File: config.mk
export PLATFORM = sky130hd
export DESIGN_NAME = sonar_buf_arb_flat
export DESIGN_NICKNAME = d
export VERILOG_FILES = /design/src/rtl/sonar_buf_pkg.sv /design/src/rtl/sonar_buf_arb_if.sv /design/src/rtl/sonar_buf_regs.sv /design/src/rtl/sonar_buf_arb.sv /design/src/flat_wrapper.sv
export SDC_FILE = /design/constraint.sdc
export NUM_CORES = 1
export LEC_CHECK = 0
export BUFFER_PORTS_ARGS = -buffer_cell sky130_fd_sc_hd__buf_2
export CORE_MARGIN = 2
export CORE_UTILIZATION = 48
export DETAILED_ROUTE_END_ITERATION = 12
export GPL_ROUTABILITY_DRIVEN = 0
export PLACE_DENSITY = 0.84
export SLEW_MARGIN = 20
export SYNTH_ARGS = -nofsm -noshare
export SYNTH_HDL_FRONTEND = slang
export SYNTH_HIERARCHICAL = 1
export SYNTH_SLANG_ARGS = --single-unit
File: constraint.sdc
create_clock -name wb_clk_i -period 8 [get_ports wb_clk_i]
set_clock_uncertainty 0.15 [all_clocks]
set_input_delay 0 -clock wb_clk_i [delete_from_list [all_inputs] [get_ports wb_clk_i]]
set_output_delay 0 -clock wb_clk_i [all_outputs]
set_load 0.03 [all_outputs]
File: src/rtl/sonar_buf_pkg.sv
// rtl/sonar_buf_pkg.sv - shared constants, register map and FSM encoding for sonar_buf_arb
// Purpose: register offsets, CTRL/STATUS bit positions, arbiter state enum and
//          buffer-window size helper used by the top and the register block.
package sonar_buf_pkg;

    // The block claims an 8 KiB slice of Wishbone space: buffer window at the
    // bottom, CTRL/STATUS at 0x1000, everything else acks with zero data.
    localparam int BLK_BITS = 13;

    localparam logic [BLK_BITS-1:0] CTRL_OFF   = 13'h1000;
    localparam logic [BLK_BITS-1:0] STATUS_OFF = 13'h1004;

    localparam int CTRL_EN_BIT  = 0;
    localparam int CTRL_CLR_BIT = 1;
    localparam int CTRL_ACK_BIT = 2;

    localparam int STAT_WRAP_BIT  = 16;
    localparam int STAT_FRAME_LSB = 24;

    typedef enum logic [1:0] {
        ST_IDLE   = 2'd0,
        ST_MEM_RD = 2'd1,
        ST_ACK    = 2'd2
    } arb_state_e;

    // Buffer window size in bytes for a 2^aw-word buffer of 32-bit words.
    function automatic int win_bytes(input int aw);
        return 4 << aw;
    endfunction

endpackage

File: src/rtl/sonar_buf_arb_if.sv
// rtl/sonar_buf_arb_if.sv - Wishbone slave bundle between the SoC and sonar_buf_arb
// Ports: cyc/stb/we/sel/adr/dat_i from the host, ack/dat_o back to it.
interface sonar_buf_arb_if;
    logic        wbs_cyc_i;
    logic        wbs_stb_i;
    logic        wbs_we_i;
    logic [3:0]  wbs_sel_i;
    logic [31:0] wbs_adr_i;
    logic [31:0] wbs_dat_i;
    logic        wbs_ack_o;
    logic [31:0] wbs_dat_o;

    modport master (
        output wbs_cyc_i, wbs_stb_i, wbs_we_i, wbs_sel_i, wbs_adr_i, wbs_dat_i,
        input  wbs_ack_o, wbs_dat_o
    );

    modport slave (
        input  wbs_cyc_i, wbs_stb_i, wbs_we_i, wbs_sel_i, wbs_adr_i, wbs_dat_i,
        output wbs_ack_o, wbs_dat_o
    );
endinterface

File: src/rtl/sonar_buf_regs.sv
// rtl/sonar_buf_regs.sv - capture enable, write pointer, frame counter and wrap flag
// Ports: clk/rst_n; ctrl_wr + ctrl_bits (CTRL write strobe and its low 3 bits);
//        inc (a stream write is issued this cycle); enable_o, wr_ptr_o,
//        frame_cnt_o, wrap_flag_o (register state).
module sonar_buf_regs
    import sonar_buf_pkg::*;
#(
    parameter int AW = 10
) (
    input  logic          clk,
    input  logic          rst_n,
    input  logic          ctrl_wr,
    input  logic [2:0]    ctrl_bits,
    input  logic          inc,
    output logic          enable_o,
    output logic [AW-1:0] wr_ptr_o,
    output logic [7:0]    frame_cnt_o,
    output logic          wrap_flag_o
);

    logic          enable_q, enable_d;
    logic [AW-1:0] wr_ptr_q, wr_ptr_d;
    logic [7:0]    frame_q, frame_d;
    logic          wrap_q, wrap_d;
    logic          clr, irq_ack, wrap_evt;

    always_comb begin
        clr      = ctrl_wr & ctrl_bits[CTRL_CLR_BIT];
        irq_ack  = ctrl_wr & ctrl_bits[CTRL_ACK_BIT];
        wrap_evt = inc & (wr_ptr_q == '1);

        enable_d = ctrl_wr ? ctrl_bits[CTRL_EN_BIT] : enable_q;

        // Clear beats a same-cycle increment; the write itself already used
        // the old pointer as its address.
        wr_ptr_d = wr_ptr_q;
        frame_d  = frame_q;
        if (clr) begin
            wr_ptr_d = '0;
            frame_d  = '0;
        end else if (inc) begin
            wr_ptr_d = wr_ptr_q + AW'(1);
            if (wrap_evt) begin
                frame_d = frame_q + 8'd1;
            end
        end

        // A wrap landing with the acknowledge keeps the flag set so it is not lost.
        if (wrap_evt) begin
            wrap_d = 1'b1;
        end else if (irq_ack) begin
            wrap_d = 1'b0;
        end else begin
            wrap_d = wrap_q;
        end
    end

    always_ff @(posedge clk or negedge rst_n) begin
        if (!rst_n) begin
            enable_q <= 1'b0;
            wr_ptr_q <= '0;
            frame_q  <= '0;
            wrap_q   <= 1'b0;
        end else begin
            enable_q <= enable_d;
            wr_ptr_q <= wr_ptr_d;
            frame_q  <= frame_d;
            wrap_q   <= wrap_d;
        end
    end

    assign enable_o    = enable_q;
    assign wr_ptr_o    = wr_ptr_q;
    assign frame_cnt_o = frame_q;
    assign wrap_flag_o = wrap_q;

endmodule

File: src/rtl/sonar_buf_arb.sv
// rtl/sonar_buf_arb.sv - single-port sample-buffer arbiter between DSP stream and Wishbone host
// Ports: wb_clk_i/wb_rst_n; wbs (Wishbone slave bundle); s_valid_i/s_data_i/s_ready_o
//        (stream); mem_* (SRAM macro, read data one cycle after enable); irq_o (wrap).
module sonar_buf_arb
    import sonar_buf_pkg::*;
#(
    parameter int          AW         = 10,
    parameter int          DW         = 32,
    parameter logic [31:0] BASE_ADDR  = 32'h3000_0000,
    parameter int          STARVE_MAX = 4
) (
    input  logic              wb_clk_i,
    input  logic              wb_rst_n,
    sonar_buf_arb_if.slave    wbs,
    input  logic              s_valid_i,
    input  logic [DW-1:0]     s_data_i,
    output logic              s_ready_o,
    output logic              mem_en_o,
    output logic              mem_we_o,
    output logic [AW-1:0]     mem_addr_o,
    output logic [DW-1:0]     mem_wdata_o,
    output logic [3:0]        mem_wmask_o,
    input  logic [DW-1:0]     mem_rdata_i,
    output logic              irq_o
);

    localparam logic [31:0] WIN_BYTES  = 32'(win_bytes(AW));
    localparam int          SW         = $clog2(STARVE_MAX + 1);
    localparam logic [SW-1:0] STARVE_LIM = SW'(STARVE_MAX);

    arb_state_e    state_q, state_d;
    logic [DW-1:0] dat_q, dat_d;
    logic [SW-1:0] starve_q, starve_d;

    logic                enable, wrap_flag;
    logic [AW-1:0]       wr_ptr;
    logic [7:0]          frame_cnt;
    logic [BLK_BITS-1:0] off;
    logic                hit, is_buf, host_req, host_buf_req, host_reg_req;
    logic                host_grant, stream_go, ctrl_wr;
    logic [31:0]         reg_rdata;
    logic [1:0]          unused_adr_bits;

    assign unused_adr_bits = wbs.wbs_adr_i[1:0];

    // Decode and arbitration. Requests are only looked at in IDLE, so the ack
    // cycle cannot start a second transfer. Gating with the reset pin keeps the
    // SRAM quiet the moment reset asserts.
    always_comb begin
        off          = wbs.wbs_adr_i[BLK_BITS-1:0];
        hit          = (wbs.wbs_adr_i[31:BLK_BITS] == BASE_ADDR[31:BLK_BITS]);
        is_buf       = ({{(32-BLK_BITS){1'b0}}, off} < WIN_BYTES);
        host_req     = wb_rst_n & wbs.wbs_cyc_i & wbs.wbs_stb_i & hit & (state_q == ST_IDLE);
        host_buf_req = host_req & is_buf;
        host_reg_req = host_req & ~is_buf;
        stream_go    = wb_rst_n & enable & s_valid_i &
                       (~host_buf_req | (starve_q < STARVE_LIM));
        host_grant   = host_buf_req & ~stream_go;
        ctrl_wr      = host_reg_req & wbs.wbs_we_i & (off == CTRL_OFF) & wbs.wbs_sel_i[0];

        reg_rdata = '0;
        if (off == CTRL_OFF) begin
            reg_rdata[CTRL_EN_BIT] = enable;
        end else if (off == STATUS_OFF) begin
            reg_rdata[AW-1:0]                = wr_ptr;
            reg_rdata[STAT_WRAP_BIT]         = wrap_flag;
            reg_rdata[STAT_FRAME_LSB +: 8]   = frame_cnt;
        end
    end

    // State register.
    always_ff @(posedge wb_clk_i or negedge wb_rst_n) begin
        if (!wb_rst_n) begin
            state_q  <= ST_IDLE;
            dat_q    <= '0;
            starve_q <= '0;
        end else begin
            state_q  <= state_d;
            dat_q    <= dat_d;
            starve_q <= starve_d;
        end
    end

    // Next-state logic.
    always_comb begin
        state_d = state_q;
        case (state_q)
            ST_IDLE: begin
                if (host_grant) begin
                    state_d = wbs.wbs_we_i ? ST_ACK : ST_MEM_RD;
                end else if (host_reg_req) begin
                    state_d = ST_ACK;
                end
            end
            ST_MEM_RD: state_d = ST_ACK;
            default:   state_d = ST_IDLE;
        endcase

        // Register reads are captured at request time; buffer reads one cycle
        // after the grant when the macro's data is valid.
        dat_d = dat_q;
        if (host_reg_req) begin
            dat_d = wbs.wbs_we_i ? '0 : reg_rdata;
        end else if (host_grant) begin
            dat_d = '0;
        end else if (state_q == ST_MEM_RD) begin
            dat_d = mem_rdata_i;
        end

        // Counts stream wins against a waiting host; once it hits the limit the
        // host takes the next slot.
        if (host_grant || !host_buf_req) begin
            starve_d = '0;
        end else if (stream_go && (starve_q != STARVE_LIM)) begin
            starve_d = starve_q + SW'(1);
        end else begin
            starve_d = starve_q;
        end
    end

    // Output logic.
    always_comb begin
        wbs.wbs_ack_o = (state_q == ST_ACK);
        wbs.wbs_dat_o = (state_q == ST_ACK) ? dat_q : '0;
        s_ready_o     = stream_go;
        mem_en_o      = 1'b0;
        mem_we_o      = 1'b0;
        mem_addr_o    = '0;
        mem_wdata_o   = '0;
        mem_wmask_o   = '0;
        if (stream_go) begin
            mem_en_o    = 1'b1;
            mem_we_o    = 1'b1;
            mem_addr_o  = wr_ptr;
            mem_wdata_o = s_data_i;
            mem_wmask_o = 4'hF;
        end else if (host_grant) begin
            mem_en_o    = 1'b1;
            mem_we_o    = wbs.wbs_we_i;
            mem_addr_o  = wbs.wbs_adr_i[AW+1:2];
            mem_wdata_o = wbs.wbs_dat_i;
            mem_wmask_o = wbs.wbs_we_i ? wbs.wbs_sel_i : 4'h0;
        end
    end

    sonar_buf_regs #(.AW(AW)) u_regs (
        .clk         (wb_clk_i),
        .rst_n       (wb_rst_n),
        .ctrl_wr     (ctrl_wr),
        .ctrl_bits   (wbs.wbs_dat_i[2:0]),
        .inc         (stream_go),
        .enable_o    (enable),
        .wr_ptr_o    (wr_ptr),
        .frame_cnt_o (frame_cnt),
        .wrap_flag_o (wrap_flag)
    );

    assign irq_o = wrap_flag;

endmodule

File: src/flat_wrapper.sv
// flat-port wrapper written by rule: the top's interface ports become plain ports
module sonar_buf_arb_flat import sonar_buf_pkg::*;
#(
    parameter int          AW         = 10,
    parameter int          DW         = 32,
    parameter logic [31:0] BASE_ADDR  = 32'h3000_0000,
    parameter int          STARVE_MAX = 4
)
  (wb_clk_i, wb_rst_n, s_valid_i, s_data_i, s_ready_o, mem_en_o, mem_we_o, mem_addr_o, mem_wdata_o, mem_wmask_o, mem_rdata_i, irq_o, wbs_wbs_cyc_i, wbs_wbs_stb_i, wbs_wbs_we_i, wbs_wbs_sel_i, wbs_wbs_adr_i, wbs_wbs_dat_i, wbs_wbs_ack_o, wbs_wbs_dat_o);
  sonar_buf_arb_if wbs_i ();
  input  logic wb_clk_i;
  input  logic wb_rst_n;
  input  logic s_valid_i;
  input  logic [DW-1:0] s_data_i;
  output logic s_ready_o;
  output logic mem_en_o;
  output logic mem_we_o;
  output logic [AW-1:0] mem_addr_o;
  output logic [DW-1:0] mem_wdata_o;
  output logic [3:0] mem_wmask_o;
  input  logic [DW-1:0] mem_rdata_i;
  output logic irq_o;
  input wire logic [$bits(wbs_i.wbs_cyc_i)-1:0] wbs_wbs_cyc_i;
  input wire logic [$bits(wbs_i.wbs_stb_i)-1:0] wbs_wbs_stb_i;
  input wire logic [$bits(wbs_i.wbs_we_i)-1:0] wbs_wbs_we_i;
  input wire logic [$bits(wbs_i.wbs_sel_i)-1:0] wbs_wbs_sel_i;
  input wire logic [$bits(wbs_i.wbs_adr_i)-1:0] wbs_wbs_adr_i;
  input wire logic [$bits(wbs_i.wbs_dat_i)-1:0] wbs_wbs_dat_i;
  output wire logic [$bits(wbs_i.wbs_ack_o)-1:0] wbs_wbs_ack_o;
  output wire logic [$bits(wbs_i.wbs_dat_o)-1:0] wbs_wbs_dat_o;
  assign wbs_i.wbs_cyc_i = wbs_wbs_cyc_i;
  assign wbs_i.wbs_stb_i = wbs_wbs_stb_i;
  assign wbs_i.wbs_we_i = wbs_wbs_we_i;
  assign wbs_i.wbs_sel_i = wbs_wbs_sel_i;
  assign wbs_i.wbs_adr_i = wbs_wbs_adr_i;
  assign wbs_i.wbs_dat_i = wbs_wbs_dat_i;
  assign wbs_wbs_ack_o = wbs_i.wbs_ack_o;
  assign wbs_wbs_dat_o = wbs_i.wbs_dat_o;
  sonar_buf_arb #(.AW(AW), .DW(DW), .BASE_ADDR(BASE_ADDR), .STARVE_MAX(STARVE_MAX)) u_core (.wb_clk_i(wb_clk_i), .wb_rst_n(wb_rst_n), .wbs(wbs_i), .s_valid_i(s_valid_i), .s_data_i(s_data_i), .s_ready_o(s_ready_o), .mem_en_o(mem_en_o), .mem_we_o(mem_we_o), .mem_addr_o(mem_addr_o), .mem_wdata_o(mem_wdata_o), .mem_wmask_o(mem_wmask_o), .mem_rdata_i(mem_rdata_i), .irq_o(irq_o));
endmodule
# After elaboration in Yosys (flattened, before gate mapping)
# Index checks and enable logic that the tools add are counted.
# totals
out_inout_bits,83
reg_bits,57
wordCells,86
input_bits,138
# classes
n_mux,36
magnitude_cmp,2
addsub,3
n_eq_ne,8
reduce_logical,10
bitwise_logic,20
# ops
cell,count
$mux 32,7
$mux 10,5
$mux 8,5
$eq 13x13->1 const B,2
$eq 19x17->1 const B,1
$and 1x1->1,16
$lt 13x13->1 const B,1
$mux 4,3
$add 10x1->10 const B,1
$eq 10x10->1 const B,1
$mux 1,9
$mux 9,1
$add 8x1->8 const B,1
$reduce_bool 2->1,4
$mux 2,3
$mux 3,2
$pmux 2 s2,1
$add 3x1->3 const B,1
$lt 3x3->1 const B,1
$ne 3x1->1 const B,1
$ne 3x3->1 const B,1
$not 1->1,3
$reduce_bool 3->1,1
$eq 2x1->1 const B,1
7 further kinds,7

# Longest topological paths before layout
# logic_depth
word_depth,12
ltp_mapped,11
depth_no_buf,7

# Hierarchy
# The synthesis kept the hierarchy.
# by_module_without_submodules
module,instances,cells_each,area_each_um2,seq_area_each_um2
sonar_buf_arb,1,335,2862.7,925.9
sonar_buf_regs,1,97,977.2,500.5

# Least setup slack after synthesis
# OpenSTA, ideal clock, no wires.
# synth_timing
path_type,reg-to-reg
from,register u_core.state_q[0]
to,register u_core.u_regs.frame_q[7] (netlist: u_core/u_regs/frame_cnt_o[7])
setup_time_ns,0.078
stages_incl_launch_ff,11
arrival_ns,2.948
n_path_buf,3
required_ns,7.772
setup_slack_ns,4.824
synth_period_minus_slack_ns,3.176
path_cell_list,dfrtp_1 nor4b_4 and4_1 buf_2 a21oi_1 clkbuf_1 buf_4 nand2_2 or4_4 or4_1 a21oi_1
# synth_between
elab_chain_cells,9
word_cells_on_any_way,16
cone_classes,mux: 1; bitwise: 11; reduce/logical: 4
# synth_rtl
item,line,rtl
"start, declared",sonar_buf_arb.sv:31,"arb_state_e state_q, state_d;"
"start signal, assigned",sonar_buf_arb.sv:78,state_q <= state_d;
$logic_not 2->1 *,sonar_buf_arb.sv:53,host_req = wb_rst_n & wbs.wbs_cyc_i & wbs.wbs_stb_i & hit & (state_q == ST_IDLE);
$and 1x1->1 *,sonar_buf_arb.sv:53,
$and 1x1->1 *,sonar_buf_arb.sv:54,host_buf_req = host_req & is_buf;
$not 1->1 *,sonar_buf_arb.sv:57,(~host_buf_req | (starve_q < STARVE_LIM));
$or 1x1->1 *,sonar_buf_arb.sv:57,
$and 1x1->1 *,sonar_buf_arb.sv:56,stream_go = wb_rst_n & enable & s_valid_i &
named net s_ready_o,flat_wrapper.sv:15,output logic s_ready_o;
$and 1x1->1,sonar_buf_regs.sv:30,wrap_evt = inc & (wr_ptr_q == '1);
$reduce_bool 2->1 (no source line),-,
$reduce_and 2->1 (no source line) *,-,
"end signal, assigned",sonar_buf_regs.sv:67,frame_q <= frame_d;
"end, declared",sonar_buf_regs.sv:23,"logic [7:0] frame_q, frame_d;"
# The timed path passes the listed nets; every way through them passes the cells marked *.
# A chain may end at the register's enable or synchronous reset.

# Worst setup path in the final report
# layout_timing
from,register u_core.state_q[1]
to,output port mem_wdata_o[0]
# layout_between
elab_chain_cells,10
# layout_rtl
item,line,rtl
$logic_not 2->1 *,sonar_buf_arb.sv:53,
$and 1x1->1 *,sonar_buf_arb.sv:53,
$and 1x1->1 *,sonar_buf_arb.sv:54,
$not 1->1,sonar_buf_arb.sv:57,
$or 1x1->1,sonar_buf_arb.sv:57,
$and 1x1->1,sonar_buf_arb.sv:56,
$not 1->1,sonar_buf_arb.sv:58,host_grant = host_buf_req & ~stream_go;
$and 1x1->1,sonar_buf_arb.sv:58,
$mux 32,sonar_buf_arb.sv:137,end else if (host_grant) begin
$mux 32 *,sonar_buf_arb.sv:131,if (stream_go) begin
"end, declared",flat_wrapper.sv:19,output logic [DW-1:0] mem_wdata_o;
# Every way passes the cells marked *; elsewhere a longest branch is shown, timed or not.

==> insert_results.sql <==
INSERT INTO impl_metrics (metric_group, metric, value, unit) VALUES
('run_status', 'outcome', 'finished, final reports clean', ''),
('floorplan', 'die-area', '8730', 'um2'),
('placement', 'place.detailed.hpwl', '9760', 'um'),
('drt', 'vias', '4560', ''),
('sta', 'rsz0062_at_grt', 'no', ''),
('clock_tree', 'cts-resized-gates', '0', ''),
('yosys', 'yosys.area.top_type', 'dfrtp_1', ''),
('finish', 'area_growth_syn_to_layout', '43.8', '%'),
('yosys', 'synthAdderAreaFrac', '0.0130', ''),
('sta', 'clock.fmax', '287', 'MHz'),
('sta', 'finalWorstPathRequiredPeriod', '3490', 'ps'),
('finish', 'final_layout_size_suffix_gt1_frac', '0.396', ''),
('clock_tree', 'cts_hold_buffers', '38', ''),
('sta', 'worst_slack', '4510', 'ps'),
('worst_setup_path', 'worst_path_max_delay_cell', 'nor4_4', ''),
('drt', 'wl_per_cell', '18.5', 'um'),
('worst_setup_path', 'path_cells', 'nor4b_4 -> nand4_2 -> nor4_4 -> buf_4 -> a22o_1 -> buf_2', ''),
('sta', 'whs', '10.6', 'ps'),
('power', 'p_leak', '2.85', 'nW'),
('worst_setup_path', 'critical_path_required', '7850', 'ps'),
('clock_tree', 'cts_buffers', '9', ''),
('drt', 'drt-pass1-iter-count', '5', ''),
('yosys', 'synthesis.area_per_instance', '8.89', 'um2'),
('floorplan', 'fp.dieH', '93.4', 'um'),
('sta', 'transition_time_at_the_pin_with_the_least_slew_margin', '1010', 'ps'),
('sta', 'max_slew_margin', '0.326', ''),
('drt', 'route.detailed.drc', '0', ''),
('run', 'cap_violations', '0', ''),
('worst_setup_path', 'kind_of_start_point_of_the_critical_path', 'flop', ''),
('power', 'power_density', '121', 'nW/um2'),
('global_routing', 'gr-total-overflow', '0', ''),
('sta', 'report.final.setup_viol', '0', ''),
('clock_tree', 'cts.path.max_buffers', '2', ''),
('worst_setup_path', 'cp-end-kind', 'output pin', ''),
('drt', 'vias_per_cell', '5.91', ''),
('finish', 'antenna-diode-count', '0', ''),
('clock_tree', 'clock_sink_count', '57', ''),
('sta', 'number_of_pins_with_negative_max_slew_slack_in_the_final_report', '0', ''),
('yosys', 'synthesis.nets', '574', ''),
('global_routing', 'grt_start_max_net_pins', '60', ''),
('yosys', 'synth_xor_xnor_area_share', '0.0205', ''),
('yosys', 'netlist-cell-type-count', '49', ''),
('global_routing', 'antenna_found_initial', '0', ''),
('yosys', 'netlist_top_cells_area', 'dfrtp_1 37%, a22o_1 9.6%, and2_1 5.4%', ''),
('power', 'peakVddDrop', '0.0950', 'mV'),
('yosys', 'synth_mux_area_frac', '0.0108', ''),
('power', 'power_switching', '0.162', 'mW'),
('power', 'clock_power_share', '0.466', ''),
('global_routing', 'via_count_of_the_first_global_routing_pass', '4255', ''),
('global_routing', 'groute.usage.overall', '0.321', ''),
('yosys', 'post_synth_and_or_nand_nor_area_fraction', '0.271', ''),
('power', 'netSwitchingFraction', '0.243', ''),
('sta', 'finalHoldViolations', '0', ''),
('worst_setup_path', 'critical_path_peak_fanout', '34', ''),
('worst_setup_path', 'critical-path-max-stage-delay', '770', 'ps'),
('yosys', 'synth.yosys.seq_area_share', '0.371', ''),
('yosys', 'summed_instance_area_of_the_synthesized_netlist', '3840', 'um2'),
('sta', 'setup-tns-final', '0', 'ps'),
('finish', 'final_util', '0.715', ''),
('floorplan', 'floorplan_core_area', '7730', 'um2'),
('floorplan', 'fp.dieW', '93.4', 'um'),
('floorplan', 'top_level_ports', '221', ''),
('finish', 'design.final.nets', '806', ''),
('drt', 'drt_iter0_markers', '398', ''),
('worst_setup_path', 'critPathKind', 'reg2out', ''),
('clock_tree', 'clock_transition_at_the_registers_of_the_reported_paths', '70', 'ps'),
('yosys', 'synth-compound-area-share', '0.248', ''),
('clock_tree', 'clock_tree_from_tritoncts', 'yes', ''),
('sta', 'min_period_over_period', '0.436', ''),
('floorplan', 'start_util', '0.497', ''),
('yosys', 'number_of_warnings_printed_during_yosys_synthesis', '6', '');
-- per-stage QoR --
step	total power, mW	std cells	cell area [um2]
2_1_floorplan	0.300	432	3840
3_5_place_dp	0.346	717	4910
6_report	0.666	771	5520
3_3_place_gp	0.345	717	4910
4_1_cts	0.666	771	5520
5_1_grt	0.689	771	5520
-- cell type report --
class | count | area [um2] | share of cell area
Sequential cell | 57 | 1430 | 0.258
Timing Repair Buffer | 264 | 1530 | 0.276
Inverter | 7 | 26.3 | 0.00476
Clock inverter | 7 | 101 | 0.0184
Tap cell | 102 | 128 | 0.0231
Clock buffer | 9 | 124 | 0.0224
Multi-Input combinational cell | 325 | 2190 | 0.397
-- critical path, delay by kind of cell (launching register included) --
kind | cells | cell delay (ps)
flops | 1 | 450
buf+inv | 2 | 640
compound gates | 1 | 220
simple gates | 3 | 1660
-- Yosys cell counts, drive strengths merged --
cell,n
nor2,15
xnor2,6
inv,7
and4b,2
a31o,4
nor3,5
nand4,23
or3,5
buf,16
or4,5
mux2,1
o22ai,19
o211ai,1
and2,33
xor2,3
nand4b,2
or2,1
nor4,8
clkbuf,27
mux2i,3
nand2,37
o21ai,6
dfrtp,57
a21oi,40
a2bb2oi,1
ha,4
nor4b,3
a22o,42
nand3,6
a211oi,20
and4,2
o31ai,2
and3,22
nor2b,2
nand2b,1
a21o,1
-- logic make-up (layout without fill, tap and decap cells) --
family / Yosys count / in the layout
buffers and inverters: 50 / 287
AOI/OAI and AO/OA: 136 / 136
DFF: 57 / 57
xor gates and xnor gates: 9 / 9
muxes: 4 / 4
adders and majority gates: 4 / 4
and+or+nand+nor: 172 / 172
-- layer usage --
layer	routed length, um	GRT usage
met1	5870	0.435
met2	6720	0.512
met3	1400	0.0862
met4	235	0.0797
met5	0	0
-- worst paths after layout --
kind / end / cells past startpoint / from / slack, ps
hold reg to reg: u_core/dat_q[23]$_DFFE_PN0P_ / 2 / u_core/dat_q[23]$_DFFE_PN0P_ / 370
min in group asynchronous: u_core/dat_q[11]$_DFFE_PN0P_ / 3 / wb_rst_n / 260
hold / removal: u_core/u_regs/enable_o$_DFFE_PN0P_ / 4 / wbs_wbs_sel_i[0] / 10
setup / recovery: mem_wdata_o[0] / 6 / u_core/state_q[1]$_DFFE_PN0P_ / 4510
setup reg to reg: u_core/u_regs/frame_cnt_o[7]$_DFFE_PN0P_ / 9 / u_core/state_q[1]$_DFFE_PN0P_ / 4650
max in group asynchronous: u_core/dat_q[8]$_DFFE_PN0P_ / 3 / wb_rst_n / 6950
-- power groups by stage --
stage               clock, mW  sequential, mW  combinational (mW)
floorplan                   0           0.294             0.00608
global placement            0           0.294              0.0510
detailed placement          0           0.294              0.0522
CTS                     0.312           0.288              0.0660
global route            0.328           0.288              0.0730
finish                  0.310           0.288              0.0675
-- registers in the layout, indices dropped and copies added, names as in the netlist --
register	count
u_core/dat_q	32
u_core/starve_q	3
u_core/state_q	2
u_core/u_regs/enable_o	1
u_core/u_regs/frame_cnt_o	8
u_core/u_regs/wr_ptr_o	10
u_core/u_regs/wrap_flag_o	1
-- cell usage in the layout (no fill, tap or decap), types with 6 or more instances in the layout --
cell type | Yosys | routed
nor4_1 | 6 | 6
buf_4 | 1 | 6
and3_1 | 22 | 22
a211oi_1 | 19 | 19
buf_2 | 9 | 220
inv_1 | 7 | 7
dfrtp_1 | 57 | 57
and2_1 | 33 | 33
o21ai_0 | 6 | 6
xnor2_1 | 6 | 6
nor2_1 | 15 | 14
nand2_1 | 36 | 36
nand4_1 | 22 | 22
dlygate4sd3_1 | 0 | 38
o22ai_1 | 19 | 19
clkbuf_8 | 0 | 9
a21oi_1 | 40 | 39
a22o_1 | 42 | 42
Power figures use the tool's default switching activity.
